File: config.mk
export PLATFORM = sky130hd
export DESIGN_NAME = mips_multicycle
export DESIGN_NICKNAME = d
export VERILOG_FILES = /design/src/rtl/mips_pkg.sv /design/src/rtl/mips_mc_controller.sv /design/src/rtl/mips_multicycle.sv
export SDC_FILE = /design/constraint.sdc
export NUM_CORES = 2
export LEC_CHECK = 0
export ABC_AREA = 1
export BUFFER_PORTS_ARGS = -buffer_cell sky130_fd_sc_hd__buf_2
export CAP_MARGIN = 0
export CORE_MARGIN = 2
export CORE_UTILIZATION = 55
export DETAILED_ROUTE_END_ITERATION = 7
export PLACE_DENSITY = 0.75
export SYNTH_ARGS = -nofsm -noshare
export SYNTH_HDL_FRONTEND = slang
export SYNTH_SLANG_ARGS = --single-unit
File: constraint.sdc
create_clock -name clk -period 6.3 [get_ports clk]
set_input_delay 0.63 -clock clk [delete_from_list [all_inputs] [get_ports clk]]
set_output_delay 0.63 -clock clk [all_outputs]
set_load 0.005 [all_outputs]
File: src/rtl/mips_pkg.sv
// Shared encodings for the multicycle MIPS-subset core: opcodes, functs, ALU codes,
// controller states and the control bundle passed from controller to datapath.
package mips_pkg;

   localparam logic [5:0] OP_RTYPE = 6'h00;
   localparam logic [5:0] OP_J     = 6'h02;
   localparam logic [5:0] OP_BEQ   = 6'h04;
   localparam logic [5:0] OP_ADDI  = 6'h08;
   localparam logic [5:0] OP_LW    = 6'h23;
   localparam logic [5:0] OP_SW    = 6'h2B;

   localparam logic [5:0] FN_ADD = 6'h20;
   localparam logic [5:0] FN_SUB = 6'h22;
   localparam logic [5:0] FN_AND = 6'h24;
   localparam logic [5:0] FN_OR  = 6'h25;
   localparam logic [5:0] FN_SLT = 6'h2A;

   localparam logic [2:0] ALU_AND = 3'b000;
   localparam logic [2:0] ALU_OR  = 3'b001;
   localparam logic [2:0] ALU_ADD = 3'b010;
   localparam logic [2:0] ALU_SUB = 3'b110;
   localparam logic [2:0] ALU_SLT = 3'b111;

   localparam int unsigned STATE_W = 4;

   localparam logic [3:0] S_FETCH  = 4'd0;
   localparam logic [3:0] S_DECODE = 4'd1;
   localparam logic [3:0] S_MEMADR = 4'd2;
   localparam logic [3:0] S_MEMRD  = 4'd3;
   localparam logic [3:0] S_MEMWB  = 4'd4;
   localparam logic [3:0] S_MEMWR  = 4'd5;
   localparam logic [3:0] S_EXEC   = 4'd6;
   localparam logic [3:0] S_ALUWB  = 4'd7;
   localparam logic [3:0] S_ADDIEX = 4'd8;
   localparam logic [3:0] S_ADDIWB = 4'd9;
   localparam logic [3:0] S_BRANCH = 4'd10;
   localparam logic [3:0] S_JUMP   = 4'd11;
   localparam logic [3:0] S_HALT   = 4'd12;

   typedef enum logic [1:0] {
      WB_NONE   = 2'd0,
      WB_RT_MDR = 2'd1,
      WB_RD_ALU = 2'd2,
      WB_RT_ALU = 2'd3
   } wb_sel_e;

   typedef struct packed {
      logic       mem_req;
      logic       mem_we;
      logic       addr_alu;
      logic       ir_we;
      logic       ab_we;
      logic       adr_we;
      logic       mdr_we;
      logic       exec_we;
      logic       addi_we;
      wb_sel_e    wb_sel;
      logic       branch;
      logic       jump;
      logic       retire;
      logic       halted;
      logic [2:0] alu_ctrl;
   } ctrl_t;

endpackage

File: src/rtl/mips_mc_controller.sv
// Multicycle controller: registered state plus Moore/handshake-decoded datapath controls.
import mips_pkg::*;

module mips_mc_controller (
   input  logic       clk,
   input  logic       reset,
   input  logic [5:0] opcode_i,
   input  logic [5:0] funct_i,
   input  logic       mem_ready_i,
   output ctrl_t      ctrl_o
);

   logic [STATE_W-1:0] state_q, state_d;
   logic               funct_ok;
   logic [2:0]         funct_alu;

   always_comb begin
      funct_ok  = 1'b1;
      funct_alu = ALU_ADD;
      case (funct_i)
         FN_ADD:  funct_alu = ALU_ADD;
         FN_SUB:  funct_alu = ALU_SUB;
         FN_AND:  funct_alu = ALU_AND;
         FN_OR:   funct_alu = ALU_OR;
         FN_SLT:  funct_alu = ALU_SLT;
         default: funct_ok  = 1'b0;
      endcase
   end

   always_ff @(posedge clk) begin
      if (reset) state_q <= S_FETCH;
      else       state_q <= state_d;
   end

   // Controls are forced inactive while reset is high so a pending access is dropped at once.
   always_comb begin
      state_d         = state_q;
      ctrl_o          = '0;
      ctrl_o.wb_sel   = WB_NONE;
      ctrl_o.alu_ctrl = ALU_ADD;
      if (!reset) begin
         case (state_q)
            S_FETCH: begin
               ctrl_o.mem_req = 1'b1;
               if (mem_ready_i) begin
                  ctrl_o.ir_we = 1'b1;
                  state_d      = S_DECODE;
               end
            end
            S_DECODE: begin
               ctrl_o.ab_we = 1'b1;
               case (opcode_i)
                  OP_LW, OP_SW: state_d = S_MEMADR;
                  OP_RTYPE:     state_d = S_EXEC;
                  OP_ADDI:      state_d = S_ADDIEX;
                  OP_BEQ:       state_d = S_BRANCH;
                  OP_J:         state_d = S_JUMP;
                  default:      state_d = S_HALT;
               endcase
            end
            S_MEMADR: begin
               ctrl_o.adr_we = 1'b1;
               state_d       = (opcode_i == OP_LW) ? S_MEMRD : S_MEMWR;
            end
            S_MEMRD: begin
               ctrl_o.mem_req  = 1'b1;
               ctrl_o.addr_alu = 1'b1;
               if (mem_ready_i) begin
                  ctrl_o.mdr_we = 1'b1;
                  state_d       = S_MEMWB;
               end
            end
            S_MEMWB: begin
               ctrl_o.wb_sel = WB_RT_MDR;
               ctrl_o.retire = 1'b1;
               state_d       = S_FETCH;
            end
            S_MEMWR: begin
               ctrl_o.mem_req  = 1'b1;
               ctrl_o.mem_we   = 1'b1;
               ctrl_o.addr_alu = 1'b1;
               if (mem_ready_i) begin
                  ctrl_o.retire = 1'b1;
                  state_d       = S_FETCH;
               end
            end
            S_EXEC: begin
               ctrl_o.alu_ctrl = funct_alu;
               if (funct_ok) begin
                  ctrl_o.exec_we = 1'b1;
                  state_d        = S_ALUWB;
               end else begin
                  state_d = S_HALT;
               end
            end
            S_ALUWB: begin
               ctrl_o.wb_sel = WB_RD_ALU;
               ctrl_o.retire = 1'b1;
               state_d       = S_FETCH;
            end
            S_ADDIEX: begin
               ctrl_o.addi_we = 1'b1;
               state_d        = S_ADDIWB;
            end
            S_ADDIWB: begin
               ctrl_o.wb_sel = WB_RT_ALU;
               ctrl_o.retire = 1'b1;
               state_d       = S_FETCH;
            end
            S_BRANCH: begin
               ctrl_o.branch = 1'b1;
               ctrl_o.retire = 1'b1;
               state_d       = S_FETCH;
            end
            S_JUMP: begin
               ctrl_o.jump   = 1'b1;
               ctrl_o.retire = 1'b1;
               state_d       = S_FETCH;
            end
            S_HALT:  ctrl_o.halted = 1'b1;
            default: state_d = S_HALT;
         endcase
      end
   end

endmodule

File: src/rtl/mips_multicycle.sv
// Multicycle MIPS-subset core datapath: pc, IR, MDR, A/B, ALUOut, register file and shared ALU.
import mips_pkg::*;

module mips_multicycle #(
   parameter int unsigned      WIDTH          = 32,
   parameter int unsigned      INST_WIDTH     = 32,
   parameter int unsigned      REG_COUNT_BITS = 5,
   parameter logic [WIDTH-1:0] RESET_PC       = '0
) (
   input  logic             clk,
   input  logic             reset,
   output logic [WIDTH-1:0] mem_addr,
   output logic             mem_req,
   output logic             mem_we,
   output logic [WIDTH-1:0] mem_wdata,
   input  logic [WIDTH-1:0] mem_rdata,
   input  logic             mem_ready,
   output logic [WIDTH-1:0] pc,
   output logic             retire,
   output logic             halted
);

   localparam int unsigned REG_COUNT = 1 << REG_COUNT_BITS;

   ctrl_t                     ctrl;
   logic [WIDTH-1:0]          pc_q, pc_d, mdr_q, mdr_d, a_q, a_d, b_q, b_d, alu_q, alu_d;
   logic [INST_WIDTH-1:0]     ir_q, ir_d;
   logic [WIDTH-1:0]          rf_q [REG_COUNT];
   logic [REG_COUNT_BITS-1:0] rs, rt, rd, wa;
   logic                      rf_we;
   logic [WIDTH-1:0]          wd, imm_sx, src_b, alu_res;

   mips_mc_controller u_ctrl (
      .clk         (clk),
      .reset       (reset),
      .opcode_i    (ir_q[31:26]),
      .funct_i     (ir_q[5:0]),
      .mem_ready_i (mem_ready),
      .ctrl_o      (ctrl)
   );

   assign rs     = REG_COUNT_BITS'(ir_q[25:21]);
   assign rt     = REG_COUNT_BITS'(ir_q[20:16]);
   assign rd     = REG_COUNT_BITS'(ir_q[15:11]);
   assign imm_sx = {{(WIDTH-16){ir_q[15]}}, ir_q[15:0]};

   // Shared ALU: address and addi calculations substitute the immediate for B.
   assign src_b = (ctrl.adr_we || ctrl.addi_we) ? imm_sx : b_q;

   always_comb begin
      case (ctrl.alu_ctrl)
         ALU_AND: alu_res = a_q & src_b;
         ALU_OR:  alu_res = a_q | src_b;
         ALU_SUB: alu_res = a_q - src_b;
         ALU_SLT: alu_res = {{(WIDTH-1){1'b0}}, ($signed(a_q) < $signed(src_b))};
         default: alu_res = a_q + src_b;
      endcase
   end

   always_comb begin
      pc_d  = pc_q;
      ir_d  = ir_q;
      mdr_d = mdr_q;
      a_d   = a_q;
      b_d   = b_q;
      alu_d = alu_q;
      if (ctrl.ir_we) begin
         ir_d = INST_WIDTH'(mem_rdata);
         pc_d = pc_q + WIDTH'(4);
      end
      if (ctrl.ab_we) begin
         a_d   = rf_q[rs];
         b_d   = rf_q[rt];
         alu_d = pc_q + (imm_sx << 2);
      end
      if (ctrl.adr_we || ctrl.exec_we || ctrl.addi_we) alu_d = alu_res;
      if (ctrl.mdr_we) mdr_d = mem_rdata;
      if (ctrl.branch && (a_q == b_q)) pc_d = alu_q;
      if (ctrl.jump) pc_d = {pc_q[WIDTH-1:28], ir_q[25:0], 2'b00};
   end

   always_comb begin
      rf_we = 1'b0;
      wa    = rt;
      wd    = alu_q;
      case (ctrl.wb_sel)
         WB_RT_MDR: begin rf_we = 1'b1; wd = mdr_q; end
         WB_RD_ALU: begin rf_we = 1'b1; wa = rd;    end
         WB_RT_ALU: rf_we = 1'b1;
         default:   rf_we = 1'b0;
      endcase
   end

   always_ff @(posedge clk) begin
      if (reset) begin
         pc_q  <= RESET_PC;
         ir_q  <= '0;
         mdr_q <= '0;
         a_q   <= '0;
         b_q   <= '0;
         alu_q <= '0;
         for (int unsigned i = 0; i < REG_COUNT; i++) rf_q[i] <= '0;
      end else begin
         pc_q  <= pc_d;
         ir_q  <= ir_d;
         mdr_q <= mdr_d;
         a_q   <= a_d;
         b_q   <= b_d;
         alu_q <= alu_d;
         // r0 is never written, so it always reads as zero.
         if (rf_we && (wa != '0)) rf_q[wa] <= wd;
      end
   end

   assign mem_req   = ctrl.mem_req;
   assign mem_we    = ctrl.mem_we;
   assign mem_addr  = ctrl.addr_alu ? alu_q : pc_q;
   assign mem_wdata = b_q;
   assign pc        = pc_q;
   assign retire    = ctrl.retire;
   assign halted    = ctrl.halted;

endmodule

==> summary.txt <==
Synth
  • Synth area leader: edfxtp_1
  • Synthesized flop and latch total: ~1200
  • Syn Area/Cell: 7.76 um2
  • Sequential share of the synthesized area: 48.6%
  • Primary FF master, synth: edfxtp_1
  • Post-Synthesis Cells: 9194
  • Asr flop ratio synth: 0%
  • Count leader, synth: nor2_1
  • Cell variety after synth: 51
  • Syn Std Cell Area: about 0.071 mm2
  • Most frequent cells after synthesis: nor2_1, o21ai_0, nand2_1
  • Yosys top cell area share: between 40% and 50%
  • Synth Warn #: 0
  • Area contributors post-synth: edfxtp_1, nor2_1, o21ai_0
  • Post-synth EDFFs: 1024

Critical path
  • Crit path cell chain: nor2_1 > inv_1 > nor2_1 > nor2_1 > nor2_2 > nand2_1 > o21ai_0 > ha_1 > inv_1 > nand2_1 > nand2_1 > a21oi_1 > o21ai_0 > a21oi_1 > nand3_1 > nand3_1 > nand2_1 > nor2_1 > nor2_1
  • Slowest cell on crit path: ha_1
  • Setup Crit Path Kind: reg2reg
  • Max incr delay on CP: 640 ps
  • RR Startpoint: u_ctrl.state_q[2]
  • Worst Setup SP: u_ctrl.state_q[2]
  • CP Launch Type: flip-flop
  • CP dominant cell by count: nor2_1
  • CP endpoint kind: flip-flop
  • CP arrival: 5200 ps
  • Max Fanout on Critical Path: 17
  • Critical path data required time: between 6000 and 7000 ps

Cells and area
  • Final nets: 9077
  • Final cell area excluding filler cells: 0.0774 mm2
  • Sequential cell area: 0.0347 mm2
  • Post-layout util: 59.9%
  • Layout fillers: around 11000
  • Footprint of the multi-input gates: 0.0324 mm2
  • Share of cells above drive strength 1: 7.18%
  • Area grow syn2layout: 8.52%

Worst hold path
  • Worst Hold Class: in2reg
  • Hold Path Origin: mem_rdata[16]

CTS
  • Cts hold-fix bufs: 0
  • Setup Fix Bufs, Post-CTS: 0
  • Clock Sinks: 1220
  • CTS buffer count: 137
  • Clock Tree Root: clkbuf_16
  • TritonCTS clock tree: built
  • Clock Pin Slew Worst Setup and Hold Paths: 60 ps
  • Post-cts sizing count: 0
  • H-tree Lvls: 4
  • Worst-skew pair later-pin latency: 820 ps
  • Longest Clk Path Bufs: 3

STA
  • Final Hold Fails: 0
  • Maximum clock frequency: 0.222 GHz
  • Tightest Pin Transition: 1440 ps
  • Setup repair after global routing missed its margin: false
  • Setup TNS: 0 ps
  • Final Max Slew Viols: 0
  • Fin crit period: roughly 4500 ps
  • Slew Limit Headroom: 3.46%
  • Layout Skew: approximately 26 ps
  • Period utilisation layout: 71.6%
  • Setup Viol. Count Final: 0

Place
  • Port Buffers: 134
  • GP Congestion: between 1 and 1.5
  • DP HPWL: 200000 um
  • Placed inst area: 0.0729 mm2

Global route
  • Initial antenna violation count: 12
  • Gr usage total: approximately 47%
  • Largest net degree at the start of global routing: 206
  • Vias in the first global route: 66600
  • Remaining global-route overflow: 0
  • First-pass GRT wire length: 452000 um

Power
  • Pwr dens: around 450 mW/mm2
  • Leak: a little under 30 nW
  • Peak VDD IR: 0.390 mV

Route
  • WL met2: 134000 um
  • Vias per Instance: 6.75
  • DR WL/cell: 29.6 um
  • Initial DRC Count: about 14000
  • Pre-antenna DRT Iters: 8
  • Final WL: 319000 um
  • Met3 wire len: about 48000 um
  • Vias: 72700
  • WL met1: between 100000 and 150000 um
  • Max layer used: met5
  • ANT nets after route: 0
  • DRC: 0

Floorplanning
  • Die height: 364 um
  • Die area: 0.133 mm2
  • Initial Util: 55.2%
  • Top Ports: 135
  • Core region area: 0.129 mm2
  • Die Wd: 364 um
  • Row cnt: 132

Outcome
  • Status: finished clean

Run
  • Max Cap Viol: 0
per-layer routing:
| layer | up-vias | track usage, % |
|---|---|---|
| li1 | 30900 | - |
| met1 | 33700 | 59.2 |
| met2 | 6619 | 68.2 |
| met3 | 1419 | 13.5 |
| met4 | 8 | 33.3 |
| met5 | - | 0 |
registers in the layout, indices dropped and copies added (netlist names), named ones only:
signal / cells
mem_wdata: 32
pc: 30
ir_q: 32
mdr_q: 32
rf_q: 1024
a_q: 32
alu_q: 32
u_ctrl.state_q: 4
placed cells by master, fill, tap and decap left out, types with 5 or more instances in the layout:
master,n
nand2_4,8
o21a_1,5
o22ai_1,626
bufinv_16,12
a31oi_1,68
ha_1,127
buf_4,146
buf_2,133
clkinv_2,18
or2_2,47
conb_1,32
nand3b_1,8
dfxtp_4,8
o21bai_1,17
o21ai_2,31
inv_1,440
xnor2_1,26
nand4_1,52
clkbuf_16,140
edfxtp_1,1024
nor3_1,66
nand2_2,49
nor2_1,2570
o21ai_0,1602
clkinv_1,29
clkbuf_1,29
buf_12,8
nor4_1,7
inv_6,9
xor2_1,31
nand3_1,203
nand2_1,983
o211ai_1,43
dfxtp_1,186
a21oi_1,171
metrics by stage:
step	total power, mW	cells	worst slack [ps]	hold slack [ps]
finish	34.8	10800	1790	52.0
global route	35.8	10800	1530	56.9
CTS	33.7	10800	1840	26.3
detailed placement	25.7	10500	1600	467
global placement	25.6	10500	1610	458
floorplan	19.1	9225	2890	443
where the power goes:
part           total, mW  switching (mW)  internal, mW
combinational       16.2            12.3          3.85
clock               8.23            3.57          4.66
sequential          10.4            1.11          9.31
worst max-delay path: cells and delay by family (launching register included):
kind            cells  cell delay [ps]
simple gates       12             1850
compound gates      4             1090
fa+ha+maj           1              640
buf+inv             2              400
flops               1              380
final timing paths:
check	slack [ps]	depth (start not counted)	to
setup / recovery	1790	19	alu_q[29]
hold / removal	50	3	mdr_q[16]
setup reg to reg	1790	19	alu_q[29]
hold reg to reg	480	2	ir_q[30]
layout make-up:
cell class                      count  share of cell area, %
Sequential cell                  1220                   44.8
Multi-Input combinational cell   6814                   41.8
Clock buffer                      173                   4.74
Tap cell                         1742                   2.82
Timing Repair Buffer              287                   2.48
Inverter                          452                   2.25
Clock inverter                     78                   1.06
Antenna cell                        1                0.00323
cells by family after synthesis:
family	Yosys count	share of synthesized area [%]
compound gates	2589	19.7
xor+xnor	57	0.700
fa+ha+maj	130	2.31
buf+inv	1191	6.57
flops	1220	48.6
other cells	1	0.00526
simple gates	4006	22.1
Power figures use the tool's default switching activity.
